==> config.mk <==
export PLATFORM = sky130hd
export DESIGN_NAME = serial_fourbit_adder
export DESIGN_NICKNAME = d
export VERILOG_FILES = /design/src/rtl/serial_fourbit_adder.sv
export SDC_FILE = /design/constraint.sdc
export NUM_CORES = 1
export LEC_CHECK = 0
export CAP_MARGIN = 15
export CORE_AREA = 2 2 59 72
export DETAILED_ROUTE_END_ITERATION = 16
export DIE_AREA = 0 0 61 74
export GPL_TIMING_DRIVEN = 0
export PLACE_DENSITY = 0.5
export SYNTH_ARGS = -nofsm -noshare
export SYNTH_HDL_FRONTEND = slang
export SYNTH_HIERARCHICAL = 1
export SYNTH_SLANG_ARGS = --single-unit
export TNS_END_PERCENT = 50
==> constraint.sdc <==
create_clock -name clk -period 1.5 [get_ports clk]
set_input_delay 0.15 -clock clk [delete_from_list [all_inputs] [get_ports clk]]
set_output_delay 0.15 -clock clk [all_outputs]
set_load 0.005 [all_outputs]
==> src/rtl/serial_fourbit_adder.sv <==
// -----------------------------------------------------------------------------
// serial_fourbit_adder
//
// Bit-serial adder. On an accepted start the two WIDTH-bit operands are
// captured, then added one bit per clock (LSB first) through a single
// full-adder slice and a carry flip-flop. When the last bit has been formed
// the complete sum and the final carry are copied to the output registers and
// done pulses for one cycle.
//
// Ports
//   clk    in   1      rising-edge clock
//   rst    in   1      asynchronous active-high reset
//   start  in   1      operation request, only looked at in IDLE
//   X      in   WIDTH  augend, captured on the accepting edge
//   Y      in   WIDTH  addend, captured on the accepting edge
//   busy   out  1      operation in progress (SHIFT)
//   done   out  1      one-cycle pulse, sum/carry just updated
//   sum    out  WIDTH  (X+Y) mod 2^WIDTH, registered, held between results
//   carry  out  1      carry-out of bit WIDTH-1, registered, held
//
// Parameters
//   WIDTH  operand width, 2..16
// -----------------------------------------------------------------------------
module serial_fourbit_adder #(
    parameter int WIDTH = 4
) (
    input  logic             clk,
    input  logic             rst,
    input  logic             start,
    input  logic [WIDTH-1:0] X,
    input  logic [WIDTH-1:0] Y,
    output logic             busy,
    output logic             done,
    output logic [WIDTH-1:0] sum,
    output logic             carry
);

    // Counter only has to reach WIDTH-1; WIDTH >= 2 keeps this at least 1 bit.
    localparam int             CNT_W    = $clog2(WIDTH);
    localparam logic [CNT_W-1:0] CNT_LAST = CNT_W'(WIDTH - 1);
    localparam logic [CNT_W-1:0] CNT_ONE  = CNT_W'(1);

    typedef enum logic [1:0] {
        ST_IDLE  = 2'd0,
        ST_SHIFT = 2'd1,
        ST_DONE  = 2'd2
    } state_e;

    // Full-adder sum bit.
    function automatic logic fa_sum(input logic a, input logic b, input logic c);
        return a ^ b ^ c;
    endfunction

    // Full-adder carry: majority of the three inputs.
    function automatic logic fa_maj(input logic a, input logic b, input logic c);
        return (a & b) | (a & c) | (b & c);
    endfunction

    state_e             state_q;
    logic [WIDTH-1:0]   reg_a_q;
    logic [WIDTH-1:0]   reg_b_q;
    logic [WIDTH-1:0]   sum_sh_q;
    logic               c_q;
    logic [CNT_W-1:0]   cnt_q;
    logic               busy_q;
    logic               done_q;
    logic [WIDTH-1:0]   sum_q;
    logic               carry_q;

    logic               fa_sum_d;
    logic               fa_carry_d;
    logic [WIDTH-1:0]   sum_sh_d;

    // Bit slice: current LSBs plus carry FF, and the sum register after this bit.
    always_comb begin
        fa_sum_d   = 1'b0;
        fa_carry_d = 1'b0;
        sum_sh_d   = '0;
        fa_sum_d   = fa_sum(reg_a_q[0], reg_b_q[0], c_q);
        fa_carry_d = fa_maj(reg_a_q[0], reg_b_q[0], c_q);
        // New bit enters at the MSB so after WIDTH shifts bit 0 sits at bit 0.
        sum_sh_d   = {fa_sum_d, sum_sh_q[WIDTH-1:1]};
    end

    // Control FSM, datapath registers and registered outputs.
    always_ff @(posedge clk or posedge rst) begin
        if (rst) begin
            state_q  <= ST_IDLE;
            reg_a_q  <= '0;
            reg_b_q  <= '0;
            sum_sh_q <= '0;
            c_q      <= 1'b0;
            cnt_q    <= '0;
            busy_q   <= 1'b0;
            done_q   <= 1'b0;
            sum_q    <= '0;
            carry_q  <= 1'b0;
        end else begin
            case (state_q)
                ST_IDLE: begin
                    done_q <= 1'b0;
                    if (start) begin
                        reg_a_q  <= X;
                        reg_b_q  <= Y;
                        sum_sh_q <= '0;
                        c_q      <= 1'b0;
                        cnt_q    <= '0;
                        busy_q   <= 1'b1;
                        state_q  <= ST_SHIFT;
                    end else begin
                        busy_q   <= 1'b0;
                        state_q  <= ST_IDLE;
                    end
                end
                ST_SHIFT: begin
                    reg_a_q  <= reg_a_q >> 1;
                    reg_b_q  <= reg_b_q >> 1;
                    sum_sh_q <= sum_sh_d;
                    c_q      <= fa_carry_d;
                    cnt_q    <= cnt_q + CNT_ONE;
                    if (cnt_q == CNT_LAST) begin
                        // Last bit: publish the result straight from the
                        // next-state values so no partial sum is ever visible.
                        sum_q   <= sum_sh_d;
                        carry_q <= fa_carry_d;
                        busy_q  <= 1'b0;
                        done_q  <= 1'b1;
                        state_q <= ST_DONE;
                    end else begin
                        busy_q  <= 1'b1;
                        done_q  <= 1'b0;
                        state_q <= ST_SHIFT;
                    end
                end
                ST_DONE: begin
                    busy_q  <= 1'b0;
                    done_q  <= 1'b0;
                    state_q <= ST_IDLE;
                end
                default: begin
                    // Unreachable encoding: recover quietly to IDLE.
                    busy_q  <= 1'b0;
                    done_q  <= 1'b0;
                    state_q <= ST_IDLE;
                end
            endcase
        end
    end

    assign busy  = busy_q;
    assign done  = done_q;
    assign sum   = sum_q;
    assign carry = carry_q;

    serial_fourbit_adder_chk u_chk (
        .clk  (clk),
        .rst  (rst),
        .busy (busy_q),
        .done (done_q)
    );

endmodule

// -----------------------------------------------------------------------------
// serial_fourbit_adder_chk
//
// Protocol properties of the adder's handshake outputs.
//
// Ports
//   clk, rst  clock and asynchronous reset of the adder
//   busy      adder busy output
//   done      adder done output
// -----------------------------------------------------------------------------
module serial_fourbit_adder_chk (
    input logic clk,
    input logic rst,
    input logic busy,
    input logic done
);

    a_busy_done_excl: assert property (@(posedge clk) disable iff (rst) !(busy && done));

    a_done_one_cycle: assert property (@(posedge clk) disable iff (rst) done |=> !done);

endmodule

==> impl_results.md, run 1 <==
- Met1 WL: 842 um
- Fillers: 403
- Area share of the largest cell type after synthesis: 0.565
- Post-DP HPWL: 1.40 mm
- Drt first pass iters: 4
- Total GRT Usage: 0.0972
- P&R area growth vs syn: 30.6%
- Final hold viol count: 0
- Post-synthesis cell area: 930 sq um
- Initial antenna violation count: 0
- Initial Util: 0.242
- Startpoint Class: flop
- Maximum vdd drop: 0.746 mV
- Final WL: 1.96 mm
- Slowest stage delay, CP: 0.56 ns
- Setup TNS: 0 ns
- Critical path buffer and inverter count: 1
- Design Area, Final: 1210 sq um
- DP Worst Slack: -0.0196 ns
- RSZ-0062 raised after global routing: no
- 1st-iter DRT viols: 13
- Postcts setup bufs: 0
- Slew HR: 0.454
- Hold Crit Class: input port to asynchronous set/reset pin
- CP max stage cell: clkdlybuf4s50_1
- Post_cts resized: 0
- Clock Path Buffers: 2
- Number of max-cap violations: 0
- Share of layout cells above drive strength 1: 0.170
- Delay-heaviest family, CP: buffers and inverters
- GRT Residual Overflow: 0
- Period utilisation layout: 0.955
- CTS buffer count: 3
- Slew Limit Fails: 0
- Vias/cell: 4.28
- First-pass GRT wire length: 3.35 mm
- Largest cells by area after synthesis: dfrtp_1, mux2_2, a22o_1
- CTS tree: yes
- Root Buffer: clkbuf_8
- Syn nets: 86
- I/O pin count: 18
- Synth cell types: 22
- Die Y: 74 um
- Hold_buf cts: 0
- Top layer in use: met3
- Crit. End Element: output pin
- WP data arrival: 1.28 ns
- Post-layout min period: 1.43 ns
- Transition time of the tightest slew-check pin: 0.819 ns
- Met2 routed WL: 1.00 mm
- Clk_lat worst skew: 0.25 ns
- Crit Path Max Fanout: 8
- Req. time, crit path: 1.35 ns
- Yosys reg bits: 21
- Die width: 61 um
- Area of the core: 3850 sq um
- Fmax: 698 MHz
- DRC: 0
- Per-cell routed wire length: 13.2 um
- WL met3: 111 um
- Clock-pin slew on the worst setup and hold paths: 0.08 ns
- Sequential Area: 526 sq um
- Crit Path Class: flop to output pin
- Sequential area share after synthesis: 0.565
- Vias in the first global route: 705
- Mapped Cells: 73
- Htree depth: 1
- Leak: 0.000528 uW
- Clk_skew: 0.00228 ns
- Diodes inserted: 0
- Syn Area/Cell: 12.7 sq um
- Final setup viols: 0
- Routability congestion estimate: 0.681
- Total number of vias: 634
- Yosys top cell by area: dfrtp_1
- Total Nets Final: 108
- Yosys warns: 6
- Multi-input logic area: 340 sq um
- Antenna-violating nets left: 0
- Pin count of the biggest net entering global routing: 22
- Worst setup margin: 0.0677 ns
- Pwr dens: 2000 nW/um^2
- # port buffers: 17
- # clock sinks: 21
- Die area: 4510 sq um
- Rows: 25
- CP Cell Sequence: clkdlybuf4s50_1
- Status: complete, no violations
- Dpl cell area: 1170 sq um
==> routing by layer <==
metal	track usage	vias up
met5	0	-
met4	0.0217	0
met3	0.0157	0
met2	0.162	14
met1	0.132	314
li1	-	306
==> final timing paths <==
check                            from          to  slack [ns]  cells after the start
max                              done        done        0.07                      1
min reg2reg                     carry       carry        0.51                      1
max in group asynchronous         rst  reg_b_q[3]        0.64                      2
min in group clk                 Y[2]  reg_b_q[2]        0.50                      3
max reg2reg                reg_a_q[0]      sum[3]        0.18                      2
min                               rst      sum[3]        0.35                      2
==> cells in the final DEF (no fill, tap or decap), drive strengths merged <==
master,n
mux2,6
nand4bb,1
clkinv,1
nand2,1
inv,10
a22o,5
nor2,2
nor3b,4
nand3b,1
clkbuf,4
buf,3
o311ai,1
a222oi,2
o21bai,1
clkdlybuf4s50,17
a21oi,1
dfrtp,21
a211oi,4
fa,1
ha,1
a32o,1
nor2b,2
nor4b,4
==> sequential cells by signal, summed over array words and instances (netlist names) <==
signal / count
done: 1
state_q: 1
reg_b_q: 4
reg_a_q: 4
carry: 1
c_q: 1
sum_sh_q: 3
cnt_q: 2
sum: 4
==> synth_stat cells <==
master,number
nand2_1,1
a222oi_1,2
nor2b_1,2
nor4b_1,4
a211oi_1,4
fa_1,1
nor3b_1,4
clkbuf_2,1
nor2_1,2
nand3b_2,1
a22o_1,5
dfrtp_1,21
nand4bb_1,1
a21oi_1,1
o21bai_2,1
ha_1,1
o311ai_0,1
buf_6,1
a32o_1,1
inv_1,10
mux2_2,6
buf_2,2
==> cell type report <==
cell class,instances,area share
buffer,4,0.0216
tap,54,0.0557
sequential,21,0.433
clock inverter,1,0.00412
timing repair buffer,17,0.140
multi-input combinational,38,0.280
clock buffer,3,0.0340
inverter,10,0.0309
==> worst reg2reg max path, stage by stage, from the launching register on <==
cell,delay (ns)
dfrtp_1,0.41
fa_1,0.53
mux2_2,0.28
==> metrics by stage <==
stage                     std cells  hold WS [ns]  total power, uW  utilization
after detailed placement        144         0.496             2090        0.303
final                           148         0.348             2430        0.315
after CTS                       148         0.372             2460        0.315
after global placement          144         0.492             2060        0.303
after floorplan                  73         0.127             1690            -
after global routing            148         0.413             2650        0.315
==> cell families after synthesis <==
kind of cell    Yosys count  synth area share
mux                       6            0.0727
fa+ha+maj                 2            0.0350
simple gates             15             0.120
buf+inv                  14            0.0686
flops                    21             0.565
compound gates           15             0.139
==> power by group <==
| group | switching [uW] | internal [uW] |
|---|---|---|
| combinational | 461 | 601 |
| clock | 180 | 185 |
| sequential | 177 | 830 |
Note: power is estimated with default switching activity, not from simulation.
==> run 2, diff against run 1 <==
--- a/config.mk
+++ b/config.mk
@@ -9,8 +9,10 @@
 export CORE_AREA = 2 2 59 72
 export DETAILED_ROUTE_END_ITERATION = 16
 export DIE_AREA = 0 0 61 74
+export DONT_BUFFER_PORTS = 1
 export GPL_TIMING_DRIVEN = 0
-export PLACE_DENSITY = 0.5
+export PLACE_DENSITY = 0.44
+export REMOVE_ABC_BUFFERS = 1
 export SYNTH_ARGS = -nofsm -noshare
 export SYNTH_HDL_FRONTEND = slang
 export SYNTH_HIERARCHICAL = 1
==> run 2 against run 1 <==
Count of clock-buffer cells in the layout rose by 1. Sequential share of layout area increased by 7.5 points. Non-clock buffer count down 20. Global-route usage down 1.3 points. Hold slack got worse by 0.29 ns. Critical endpoint is now carry.
==> impl_results.md, run 2 (same netlist as run 1, synthesis figures left out) <==
- Status: complete, no violations
- CP Cell Sequence: nand3b_2 > mux2_2
- Period utilisation layout: 0.876 (-0.0784)
- # clock sinks: 21 (unchanged)
- Pwr dens: 2100 nW/um^2 (+5.0%)
- Commonest non-fill, non-tap cell in the layout: dfrtp_1
- Crit path from: done
- Clk_lat worst skew: 0.25 ns (about the same)
- Die width: 61 um (unchanged)
- CP max stage cell: dfrtp_2
- Final setup viols: 0 (unchanged)
- Routability congestion estimate: 0.650 (-4.6%)
- Slew HR: 0.464 (+0.0103)
- Final hold viol count: 0 (unchanged)
- Transition time of the tightest slew-check pin: 0.803 ns (-0.0154 ns)
- Total number of vias: 579 (-8.7%)
- Slew Limit Fails: 0 (unchanged)
- Crit Path Class: flop to flop
- Clock-pin slew on the worst setup and hold paths: 0.07 ns (about the same)
- RSZ-0062 raised after global routing: no
- Design Area, Final: 1040 sq um (-14%)
- Layout Cells excl Fill: 128 (-14%)
- Startpoint Class: flop
- Share of layout cells above drive strength 1: 0.189 (+0.0190)
- Final Core Density: 0.270 (-0.0455)
- WP data arrival: 1.46 ns (+0.18 ns)
- Diodes inserted: 0 (unchanged)
- Post-layout min period: 1.31 ns (-0.118 ns)
- Reg2reg start: done
- Clk_skew: 0.00162 ns (-0.000656 ns)
- DRC: 0 (unchanged)
- R2R setup slack: 0.19 ns (about the same)
- Total GRT Usage: 0.0845 (-0.0127)
- Tot Pwr: 2190 uW (-10%)
- Maximum vdd drop: 0.605 mV (-19%)
- P&R area growth vs syn: 11.7%
- Vias/cell: 4.52 (+5.6%)
- Leak: 0.000444 uW (-16%)
- Htree depth: 1 (unchanged)
- Reg2Reg Depth: 2 (unchanged)
- Hold Crit Class: input port to flop
- I/O pin count: 18 (unchanged)
- Placed cell count: 123 (-15%)
- Initial Util: 0.242 (unchanged)
- Reg-to-Reg End: carry
- Final WL: 1.69 mm (-13%)
- Area of the core: 3850 sq um (unchanged)
- Vias in the first global route: 587 (-17%)
- Fmax: 761 MHz (+8.9%)
- Per-cell routed wire length: 13.2 um (about the same)
- CTS buffer count: 3 (unchanged)
- Clock Path Buffers: 2 (unchanged)
- Commonest cells after routing, fill and taps aside: dfrtp_1, inv_1, mux2_2, a22o_1
- Crit Path Max Fanout: 17 (+9)
- Total Nets Final: 88 (-19%)
- Number of max-cap violations: 0 (unchanged)
- Antenna-violating nets left: 0 (unchanged)
- CTS tree: yes
- Die area: 4510 sq um (unchanged)
- Slowest stage delay, CP: 0.53 ns (-0.03 ns)
- Req. time, crit path: 1.64 ns (+0.29 ns)
- Initial antenna violation count: 0 (unchanged)
- Drt first pass iters: 4 (unchanged)
- Die Y: 74 um (unchanged)
- 1st-iter DRT viols: 15 (+2)
- Rows: 25 (unchanged)
- Setup crit end: carry
- Hold WS: 0.0594 ns (-0.288 ns)
- Post-DP HPWL: 1.15 mm (-18%)
- Crit. End Element: flop
- Pin count of the biggest net entering global routing: 22 (unchanged)
- First-pass GRT wire length: 2.82 mm (-16%)
- Dpl cell area: 971 sq um (-17%)
- Postcts setup bufs: 0 (unchanged)
- Root Buffer: clkbuf_8
- Hold Crit Depth: 1
- # port buffers: 0 (-17)
- GRT Residual Overflow: 0 (unchanged)
## run 2: cell count changes in the layout (fill, tap and decap cells not counted), moves of 2 or more
cell,change
buf_2,-2
clkdlybuf4s50_1,-17
dfrtp_1,-2
dfrtp_2,+2
## run 2: cell type report
class / count / area, sq um
multi-input cells: 38 / 350
clock buffers: 4 / 45.0
inverters: 10 / 37.5
well taps: 54 / 67.6
repair buffers: 1 / 10.0
flip-flops and latches: 21 / 528
fillers: 414 / 2810
## run 2: critical path: cells and delay by family (launching register included)
kind	cells	cell delay, ns
AND/OR/NAND/NOR	1	0.36
multiplexers	1	0.32
flip-flops	1	0.53
## run 2: how the worst min path moves through the flow
stage          from    endpoint  slack [ns]
2_1_floorplan   rst         c_q        0.13
3_3_place_gp    rst      sum[1]        0.25
3_5_place_dp    rst      sum[1]        0.25
4_1_cts        X[3]  reg_a_q[3]        0.06
5_1_grt        X[3]  reg_a_q[3]        0.06
6_report       X[3]  reg_a_q[3]        0.06
## run 2: layer usage
metal,vias to the layer above,track usage,share of wire,routed length (um)
met2,15,0.130,0.47,801
met4,0,0.0290,0.012,21
li1,267,-,-,-
met1,293,0.112,0.46,774
met3,4,0.0278,0.057,97
met5,-,0,0,0
## run 2: repair_timing
| action | in CTS | in global routing |
|---|---|---|
| resized for setup | 2 | 2 |
| hold buffers | 1 | 0 |
| setup endpoints to repair | 8 | 13 |
| hold endpoints to repair | 21 | 0 |
## run 2: power by group
group	switching [uW]	internal (uW)
Clock	174	189
Combinational	328	408
Sequential	251	835
## run 2: stage by stage
step	worst slack, ns	TNS (ns)
global placement	-0.0784	-0.246
finish	0.185	0
floorplan	0.224	0
global route	0.115	0
detailed placement	-0.110	-0.385
CTS	0.000944	0
==> run 3, diff against run 2 <==
--- a/config.mk
+++ b/config.mk
@@ -11,6 +11,7 @@
 export DIE_AREA = 0 0 61 74
 export DONT_BUFFER_PORTS = 1
 export GPL_TIMING_DRIVEN = 0
+export HOLD_SLACK_MARGIN = 0.02
 export PLACE_DENSITY = 0.44
 export REMOVE_ABC_BUFFERS = 1
 export SYNTH_ARGS = -nofsm -noshare
==> results of run 3 <==
The final DEF is identical to that of run 2; final timing and power are the same.
